<file path="src/rtl/rx_align_pkg.sv">
// Shared types and helpers for the rx lane aligner (rx_lane_align and its per-lane FSM).
package rx_align_pkg;

    localparam int W_DEF = 8;
    localparam int OFS_W = $clog2(W_DEF);

    typedef enum logic [1:0] {HUNT, CHECK, LOCKED} align_state_t;

    // Raw bit index that lands at normalised position j of a w-bit word when bit order is reversed.
    function automatic int bitrev(input int j, input int w);
        return w - 1 - j;
    endfunction

endpackage

</file>
<file path="src/rtl/rx_lane_align_fsm.sv">
// One lane of the aligner: normalise, window, offset search/lock FSM and aligned-word select.
// Optional macro RX_ALIGN_STATS_EN builds the saturating LOCKED->HUNT relock counter.
//
// state  | meaning
// HUNT   | searching every offset of the window for the training word
// CHECK  | offset chosen, counting consecutive training matches
// LOCKED | offset confirmed, counting consecutive training misses
module rx_lane_align_fsm
    import rx_align_pkg::*;
#(
    parameter int           W           = W_DEF,
    parameter int           OW          = $clog2(W),
    parameter bit           INVERT      = 1'b0,
    parameter bit           BIT_REVERSE = 1'b1,
    parameter logic [W-1:0] TRAIN_WORD  = 'hF0,
    parameter int           LOCK_CNT    = 4,
    parameter int           LOSS_CNT    = 8
) (
    input  logic          px_clk,
    input  logic          px_reset,
    input  logic [W-1:0]  raw,
    input  logic          train_mode,
    input  logic          align_req,
    output logic [W-1:0]  data,
    output logic          locked,
    output logic [OW-1:0] offset,
    output logic [15:0]   relock_cnt
);

    localparam logic [3:0] LOCK_N = 4'(LOCK_CNT);
    localparam logic [7:0] LOSS_N = 8'(LOSS_CNT);

    logic [W-1:0]   norm_n;
    logic [W-1:0]   norm_q;
    logic [2*W-1:0] win_q;
    logic [W-1:0]   cand [W];
    logic [W-1:0]   match;
    logic [OW-1:0]  first_k;
    logic           any_match;
    logic           cur_match;

    align_state_t   state, state_n;
    logic [3:0]     cnt, cnt_n, cnt_inc;
    logic [7:0]     err, err_n, err_inc;
    logic [OW-1:0]  ofs, ofs_n;

    for (genvar j = 0; j < W; j++) begin : g_norm
        localparam int SRC = BIT_REVERSE ? bitrev(j, W) : j;
        assign norm_n[j] = raw[SRC] ^ INVERT;
    end

    // Offset 0 is the older word in full; higher offsets slide toward the newer one.
    for (genvar k = 0; k < W; k++) begin : g_cand
        assign cand[k]  = win_q[2*W-1-k -: W];
        assign match[k] = (cand[k] == TRAIN_WORD);
    end

    always_comb begin
        first_k = '0;
        for (int k = W - 1; k >= 0; k--) begin
            if (match[k]) first_k = OW'(k);
        end
    end

    assign any_match = |match;
    assign cur_match = match[ofs];
    assign cnt_inc   = (cnt == 4'hF)  ? cnt : cnt + 4'd1;
    assign err_inc   = (err == 8'hFF) ? err : err + 8'd1;

    always_comb begin
        state_n = state;
        cnt_n   = cnt;
        err_n   = err;
        ofs_n   = ofs;
        if (align_req) begin
            state_n = HUNT;
            cnt_n   = '0;
            err_n   = '0;
        end else begin
            case (state)
                HUNT: begin
                    if (train_mode && any_match) begin
                        ofs_n   = first_k;
                        cnt_n   = 4'd1;
                        state_n = CHECK;
                    end
                end
                CHECK: begin
                    if (train_mode) begin
                        if (cur_match) begin
                            cnt_n = cnt_inc;
                            if (cnt_inc >= LOCK_N) state_n = LOCKED;
                        end else begin
                            cnt_n   = '0;
                            state_n = HUNT;
                        end
                    end
                end
                LOCKED: begin
                    if (train_mode) begin
                        if (cur_match) begin
                            err_n = '0;
                        end else if (err_inc >= LOSS_N) begin
                            err_n   = '0;
                            cnt_n   = '0;
                            state_n = HUNT;
                        end else begin
                            err_n = err_inc;
                        end
                    end
                end
                default: state_n = HUNT;
            endcase
        end
    end

    always_ff @(posedge px_clk) begin
        if (px_reset) begin
            norm_q <= '0;
            win_q  <= '0;
            state  <= HUNT;
            cnt    <= '0;
            err    <= '0;
            ofs    <= '0;
            data   <= '0;
        end else begin
            norm_q <= norm_n;
            win_q  <= {win_q[W-1:0], norm_q};
            state  <= state_n;
            cnt    <= cnt_n;
            err    <= err_n;
            ofs    <= ofs_n;
            data   <= cand[ofs];
        end
    end

    assign locked = (state == LOCKED);
    assign offset = ofs;

`ifdef RX_ALIGN_STATS_EN
    logic [15:0] relock_q;

    always_ff @(posedge px_clk) begin
        if (px_reset) begin
            relock_q <= '0;
        end else if (state == LOCKED && state_n == HUNT && relock_q != 16'hFFFF) begin
            relock_q <= relock_q + 16'd1;
        end
    end

    assign relock_cnt = relock_q;
`else
    assign relock_cnt = '0;
`endif

endmodule

</file>
<file path="src/rtl/rx_lane_align.sv">
// Multi-lane word aligner top: one rx_lane_align_fsm per lane plus the all-lanes-locked valid flag.
// Optional macro RX_ALIGN_STATS_EN enables the per-lane relock counters.
module rx_lane_align
    import rx_align_pkg::*;
#(
    parameter int               LANES        = 4,
    parameter int               W            = W_DEF,
    parameter logic [LANES-1:0] RX_SWAP_MASK = '0,
    parameter bit               BIT_REVERSE  = 1'b1,
    parameter logic [W-1:0]     TRAIN_WORD   = 'hF0,
    parameter int               LOCK_CNT     = 4,
    parameter int               LOSS_CNT     = 8,
    localparam int              OW           = $clog2(W)
) (
    input  logic                px_clk,
    input  logic                px_reset,
    input  logic [LANES*W-1:0]  rx_words,
    input  logic                train_mode,
    input  logic                align_req,
    output logic [LANES*W-1:0]  px_data,
    output logic                px_valid,
    output logic [LANES-1:0]    lane_locked,
    output logic [LANES*OW-1:0] lane_offset,
    output logic [LANES*16-1:0] lane_relock_cnt
);

    for (genvar i = 0; i < LANES; i++) begin : g_lane
        rx_lane_align_fsm #(
            .W           (W),
            .OW          (OW),
            .INVERT      (RX_SWAP_MASK[i]),
            .BIT_REVERSE (BIT_REVERSE),
            .TRAIN_WORD  (TRAIN_WORD),
            .LOCK_CNT    (LOCK_CNT),
            .LOSS_CNT    (LOSS_CNT)
        ) u_lane (
            .px_clk     (px_clk),
            .px_reset   (px_reset),
            .raw        (rx_words[i*W +: W]),
            .train_mode (train_mode),
            .align_req  (align_req),
            .data       (px_data[i*W +: W]),
            .locked     (lane_locked[i]),
            .offset     (lane_offset[i*OW +: OW]),
            .relock_cnt (lane_relock_cnt[i*16 +: 16])
        );
    end

    always_ff @(posedge px_clk) begin
        if (px_reset) px_valid <= 1'b0;
        else          px_valid <= &lane_locked;
    end

endmodule

</file>
<file path="config.mk">
export PLATFORM = sky130hd
export DESIGN_NAME = rx_lane_align
export DESIGN_NICKNAME = d
export VERILOG_FILES = /design/src/rtl/rx_align_pkg.sv /design/src/rtl/rx_lane_align_fsm.sv /design/src/rtl/rx_lane_align.sv
export SDC_FILE = /design/constraint.sdc
export NUM_CORES = 1
export LEC_CHECK = 0
export ABC_AREA = 1
export ABC_CLOCK_PERIOD_IN_PS = 3300
export BUFFER_PORTS_ARGS = -buffer_cell sky130_fd_sc_hd__buf_2
export CORE_MARGIN = 2
export CORE_UTILIZATION = 40
export CTS_CLUSTER_DIAMETER = 30
export DETAILED_ROUTE_END_ITERATION = 10
export MAX_ROUTING_LAYER = met4
export SETUP_SLACK_MARGIN = 0.5
export SYNTH_ARGS = -nofsm -noshare
export SYNTH_HDL_FRONTEND = slang
export SYNTH_SLANG_ARGS = --single-unit
</file>
<file path="constraint.sdc">
create_clock -name px_clk -period 3.3 [get_ports px_clk]
set_input_delay 0 -clock px_clk [delete_from_list [all_inputs] [get_ports px_clk]]
set_output_delay 0 -clock px_clk [all_outputs]
set_load 0.05 [all_outputs]
</file>
==> Word-level counts from Yosys, hierarchy flattened <==
Cells that the tools add are included.
{ "word_totals": {"register_bits": 197, "input_bits": 36, "wordCells": 292} }
{ "classes": {"add_sub_neg": 8, "magnitude_cmp": 16, "eq_ne": 72, "muxes": 128, "bitwise_logic": 5, "n_reduce_logical": 34} }
{ "ops": {"columns": ["cell", "n"], "rows": [
  ["equality test 8 bit (second input constant)", 36],
  ["two-way mux 8 bit", 20],
  ["two-way mux 4 bit", 28],
  ["binary-select mux 8 bit (select 3 bit)", 4],
  ["two-way mux 3 bit", 32],
  ["two-way mux 2 bit", 28],
  ["case mux 4 bit (3 select lines)", 4],
  ["AND reduction 6 bit", 8],
  ["adder 8 x 1 -> 8 bit (second input constant)", 4],
  [">= comparator 8 x 4 -> 1 bit (second input constant)", 4],
  ["!= test 2 bit (second input constant)", 16],
  ["OR reduction 8 bit", 4],
  ["case mux 2 bit (3 select lines)", 4],
  ["adder 4 x 1 -> 4 bit (second input constant)", 4],
  ["equality test 4 bit (second input constant)", 4],
  [">= comparator 4 x 3 -> 1 bit (second input constant)", 4],
  [">= comparator 4 bit (second input constant)", 4],
  ["less-than comparator 3 x 4 -> 1 bit (second input constant)", 4],
  ["NOT 3 -> 4 bit", 4],
  ["binary-select mux 1 bit (select 3 bit)", 4],
  ["!= test 3 bit (second input constant)", 4],
  ["AND reduction 3 bit", 4],
  ["nonzero test 3 bit", 4],
  ["equality test 2 x 1 -> 1 bit (second input constant)", 4],
  ["9 further kinds", 27]
]} }

==> Logic depth before layout (Yosys ltp) <==
{ "logic_depth": {"ltp_word": 9, "ltp_mapped": 17, "depth_no_buf": 17} }

==> Hierarchy <==
From an unflattened synthesis, not the netlist that was laid out.
{ "unflattened": {"cells_unflattened": 1616, "area_unflattened_um2": 10712.8} }
{ "modules_own_cells": {"columns": ["mod", "instances", "cells_each", "area_per_inst_um2", "seq_area_each_um2"], "rows": [
  ["rx_lane_align_fsm (g_lane[1].u_lane ...)", 2, 398, 2636.3, 980.9],
  ["rx_lane_align_fsm (g_lane[3].u_lane)", 1, 416, 2721.4, 980.9],
  ["rx_lane_align_fsm (g_lane[0].u_lane)", 1, 399, 2675.1, 980.9],
  ["rx_lane_align", 1, 5, 43.8, 20.0]
]} }

==> Worst setup path after synthesis <==
Ideal clock, no wire load.
{ "synth_timing": {"path_type": "register -> register", "from": "register g_lane[2].u_lane.ofs[0]", "to": "register g_lane[2].u_lane.state[1]", "setup_time_ps": 114, "arrival_time_ps": 1797, "setup_slack_ps": 1389, "path_stages_with_launch": 14, "cell_sequence": "dfxtp_1 buf_2 inv_1 buf_2 nand3_1 o21ai_0 nand2_1 nand2_1 nand2_1 nand2_1 o21ai_0 nand3_2 a21oi_1 nor2_1"} }
{ "synth_between": {"elab_chain_len": 5, "elab_cells_between_ends": 8, "cone_classes": "2 x eq/ne; 5 x mux; 1 x reduce/logical"} }
{ "synth_lines": {"columns": ["element", "line_no", "text"], "rows": [
  ["start: declaration", "rx_lane_align_fsm.sv:45", "logic [OW-1:0] ofs, ofs_n;"],
  ["start signal: assignment", "rx_lane_align_fsm.sv:132", "ofs <= ofs_n;"],
  ["binary-select mux 1 bit (select 3 bit) (*)", "rx_lane_align_fsm.sv:66", "assign cur_match = match[ofs];"],
  ["two-way mux 1 bit (implied by the code) (*)", "rx_lane_align_fsm.sv:66", null],
  ["two-way mux 2 bit", "rx_lane_align_fsm.sv:90", "if (cur_match) begin"],
  ["two-way mux 2 bit", "rx_lane_align_fsm.sv:89", "if (train_mode) begin"],
  ["case mux 2 bit (3 select lines)", "rx_lane_align_fsm.sv:80", "case (state)"],
  ["end signal: assignment", "rx_lane_align_fsm.sv:129", "state <= state_n;"],
  ["end: declaration", "rx_lane_align_fsm.sv:42", "align_state_t state, state_n;"]
]} }
Every way passes the cells marked *; elsewhere a longest branch is shown, timed or not. The select of a mux whose other input is x is not followed.
A chain may end at the register's enable or synchronous reset.

==> Worst setup path in the final report <==
{ "layout_timing": {"from": "register g_lane[0].u_lane.ofs[1]", "to": "register g_lane[0].u_lane.cnt[2]"} }
{ "layout_between": {"elab_chain_len": 5, "elab_cells_between_ends": 7, "cone_classes": "1 x eq/ne; 5 x mux; 1 x reduce/logical"} }
{ "layout_lines": {"columns": ["element", "line_no", "text"], "rows": [
  ["start: declaration", "rx_lane_align_fsm.sv:45", null],
  ["start signal: assignment", "rx_lane_align_fsm.sv:132", null],
  ["binary-select mux 1 bit (select 3 bit) (*)", "rx_lane_align_fsm.sv:66", null],
  ["two-way mux 1 bit (implied by the code) (*)", "rx_lane_align_fsm.sv:66", null],
  ["two-way mux 4 bit", "rx_lane_align_fsm.sv:90", null],
  ["two-way mux 4 bit", "rx_lane_align_fsm.sv:89", null],
  ["case mux 4 bit (3 select lines)", "rx_lane_align_fsm.sv:80", null],
  ["end signal: assignment", "rx_lane_align_fsm.sv:130", "cnt <= cnt_n;"],
  ["end: declaration", "rx_lane_align_fsm.sv:43", "logic [3:0] cnt, cnt_n, cnt_inc;"]
]} }
Marks and branches as above.

==> out/qor.csv <==
metric,value,unit
"commonest non-fill, non-tap cell in the layout",nand2_1,
initial detailed-routing violation count,657,
# Post-CTS Setup Buffers,0,
Max Clock Freq,476,MHz
Leak,5.53,nW
hold endpoint,g_lane[1].u_lane.err[6]$_SDFFE_PP0P_,
die height,166,µm
Overall Power,0.00496,W
die area,0.0275,mm²
relative slew slack,0.391,
setup_tns,0,ps
final instance area,0.0120,mm²
# H-tree levels,4,
Starting Density,0.405,
initial antenna violation count,0,
Worst setup startpoint,g_lane[0].u_lane.offset[1]$_SDFFE_PP0P_,
Final ANT Viol Nets,0,
share of the synthesized area in the top cell type,0.376,
fin util,0.464,
Num Clock Sinks,197,
status,completed,
largest family of logic cells by synthesized area,simple AND/OR/NAND/NOR gates,
Synth Area in Compound Gates,0.117,
fin nets,1754,
worst slew pin tran,914,ps
wire length per cell,11.5,µm
most used cell along the critical path,nand3_1,
Slowest Stage Delay on Critical Path,690,ps
Post-Route WL,23600,µm
top_reg_cell synth,dfxtp_1,
Core ar.,0.0259,mm²
mux cell area share after synthesis,0.00393,
# diodes,0,
skew final,15.3,ps
max-slew violations,0,
ys async rst share,0,
PortBufs,84,
first-pass GRT wire length,40300,µm
final worst path period need,2100,ps
TritonCTS buffer count,17,
GP Congestion,0.908,
Worst R2R Start,g_lane[0].u_lane.offset[1]$_SDFFE_PP0P_,
Worst R2R Path Depth,7,
Reg area,0.00394,mm²
CP Max Fanout,19,
"non-filler cells, final",2042,
register area share after synthesis,0.376,
most frequent cells in the layout,"nand2_1, nor2_1, inv_1",
via count,9608,
Worst Path Arrival,2430,ps
CP max stage cell,dfxtp_1,
num rows,59,
largest net degree at the start of global routing,89,
top post-synthesis cells by area,"dfxtp_1, nand2_1, nor2_1",
Placed Cells,1958,
Mean Syn Cell Area,6.61,µm²
Required @ worst endpoint,3620,ps
Mapped Cells,1588,
All-Layer GR Usage,0.177,
Worst R2R Setup Slack,1200,ps
Clock transition at path regs,80,ps
root buf cell,clkbuf_16,
Die Span X,166,µm
Startpoint Class,flip-flop,
Yosys reg bits,197,
RSZ-0062 raised after global routing,false,
simple-gate share of the synthesized area,0.318,
"Cell Area, Placed",0.0109,mm²
crit path kind,flip-flop to flip-flop,
"Distinct cells, synth",45,
Adder-Cell Fraction of Synth Area,0.0286,
Min-Delay Path Class,input port to flip-flop,
Setup crit end kind,flip-flop,
Post-synth EDFFs,0,
min-delay src,train_mode,
Max clock buf depth,2,
GRT overflow,0,
via-per-instance ratio,4.71,
DR pass1 iterations,5,
final setup vio count,0,
critical path cell sequence,inv_1 -> nand3_1 -> nand3_1 -> nand3_1 -> nand3_2 -> nor2_1 -> nor2_1,
# IOs,149,
YS warnings,0,
CTS tree,built,
R2R Path End,g_lane[0].u_lane.cnt[2]$_SDFFE_PP0P_,
Worst VDD drop,245,µV
P&R area growth vs syn,14.6,%
worst-skew pair later-pin latency,440,ps
synthesized area,0.0105,mm²
max-capacitance violation count,0,
fillers,2681,
number of global-route vias before repair,8829,
Tcrit/Tclk final,0.637,
Power Dens Cells,413,mW/mm²
DRC violations left,0,
layout cells sized above 1,0.101,
Synth Area in XOR/XNOR,0.00751,
area of the multi-input gates,0.00523,mm²
final hold viol count,0,
post-DP HPWL,16800,µm
Hold Path Stages,4,
cell taking the most area after synthesis,dfxtp_1,
worst max path at each step:
stage                                                   to  slack [ps]  cells past startpoint
floorplan           g_lane[2].u_lane.state[1]$_SDFFE_PP0P_        1390                     13
global placement      g_lane[1].u_lane.cnt[0]$_SDFFE_PP0P_        1310                      9
detailed placement    g_lane[1].u_lane.cnt[0]$_SDFFE_PP0P_        1230                      9
CTS                   g_lane[0].u_lane.cnt[2]$_SDFFE_PP0P_        1230                      7
global route          g_lane[0].u_lane.cnt[0]$_SDFFE_PP0P_         910                      8
finish                g_lane[0].u_lane.cnt[2]$_SDFFE_PP0P_        1200                      7
state kept, by name, summed over array words and instances (netlist names):
| register | flops |
|---|---|
| g_lane.u_lane.offset | 12 |
| g_lane.u_lane.win_q | 64 |
| g_lane.u_lane.norm_q | 32 |
| g_lane.u_lane.cnt | 16 |
| g_lane.u_lane.data | 32 |
| g_lane.u_lane.err | 32 |
| g_lane.u_lane.state | 8 |
| px_valid | 1 |
logic make-up after synthesis:
family | count (synthesis)
AND/OR/NAND/NOR | 788
buffers and inverters | 345
AO/OA/AOI/OAI | 220
flip-flops | 197
adder cells (fa/ha/maj) | 24
XOR/XNOR | 9
multiplexers | 4
other | 1
critical path, delay by kind of cell (launching register included):
kind,cells,cell delay [ps]
buffers and inverters,1,350
AND/OR/NAND/NOR,6,940
flip-flops,1,690
power breakdown:
part | leakage, nW | internal, W | total, W | switching (W)
clock network | 0.290 | 0.00104 | 0.00208 | 0.00104
logic | 3.64 | 0.000104 | 0.000425 | 0.000321
registers | 1.60 | 0.00243 | 0.00246 | 0.0000293
total | 5.53 | 0.00357 | 0.00496 | 0.00139
layer usage:
layer | up-vias | global-route usage | part of all wire
li1 | 5049 | - | -
met1 | 4304 | 0.224 | 0.47
met2 | 222 | 0.293 | 0.47
met3 | 33 | 0.0269 | 0.037
met4 | 0 | 0.0567 | 0.020
met5 | - | - | 0
metrics by stage:
step | worst slack [ps] | hold WS [ps]
final | 1200 | 154
after CTS | 1230 | 138
after detailed placement | 1230 | 205
after global placement | 1310 | 200
after floorplan | 1390 | 107
after global routing | 907 | 188
synth_stat cells, types with 3 or more instances:
library cell  count
nand2_1         366
nor2_1          250
inv_1           215
dfxtp_1         197
o21ai_0         121
nand3_1          81
buf_4            68
a21oi_1          61
clkbuf_1         39
nor3_1           30
ha_1             24
nand4_1          24
nand2_2          12
o211ai_1         10
buf_2             9
a211oi_1          8
inv_2             8
xor2_1            8
nor2_2            6
a31oi_1           5
a21oi_4           4
nor2_4            4
nor3_2            4
buf_1             3
clkinv_1          3
mux2i_1           3
nand3_2           3
area by class of cell:
type / instances / area share
clock buffer: 19 / 0.0368
inverter: 226 / 0.0705
timing repair buffer: 143 / 0.0828
clock inverter: 13 / 0.0126
tap: 335 / 0.0348
multi-input combinational: 1109 / 0.435
sequential: 197 / 0.328
repair_timing:
action	in CTS	in global routing
hold buffers	52	0
endpoints found under the setup margin	0	0
gates resized for setup	0	0
hold endpoints to repair	52	0
Power figures use the tool's default switching activity.
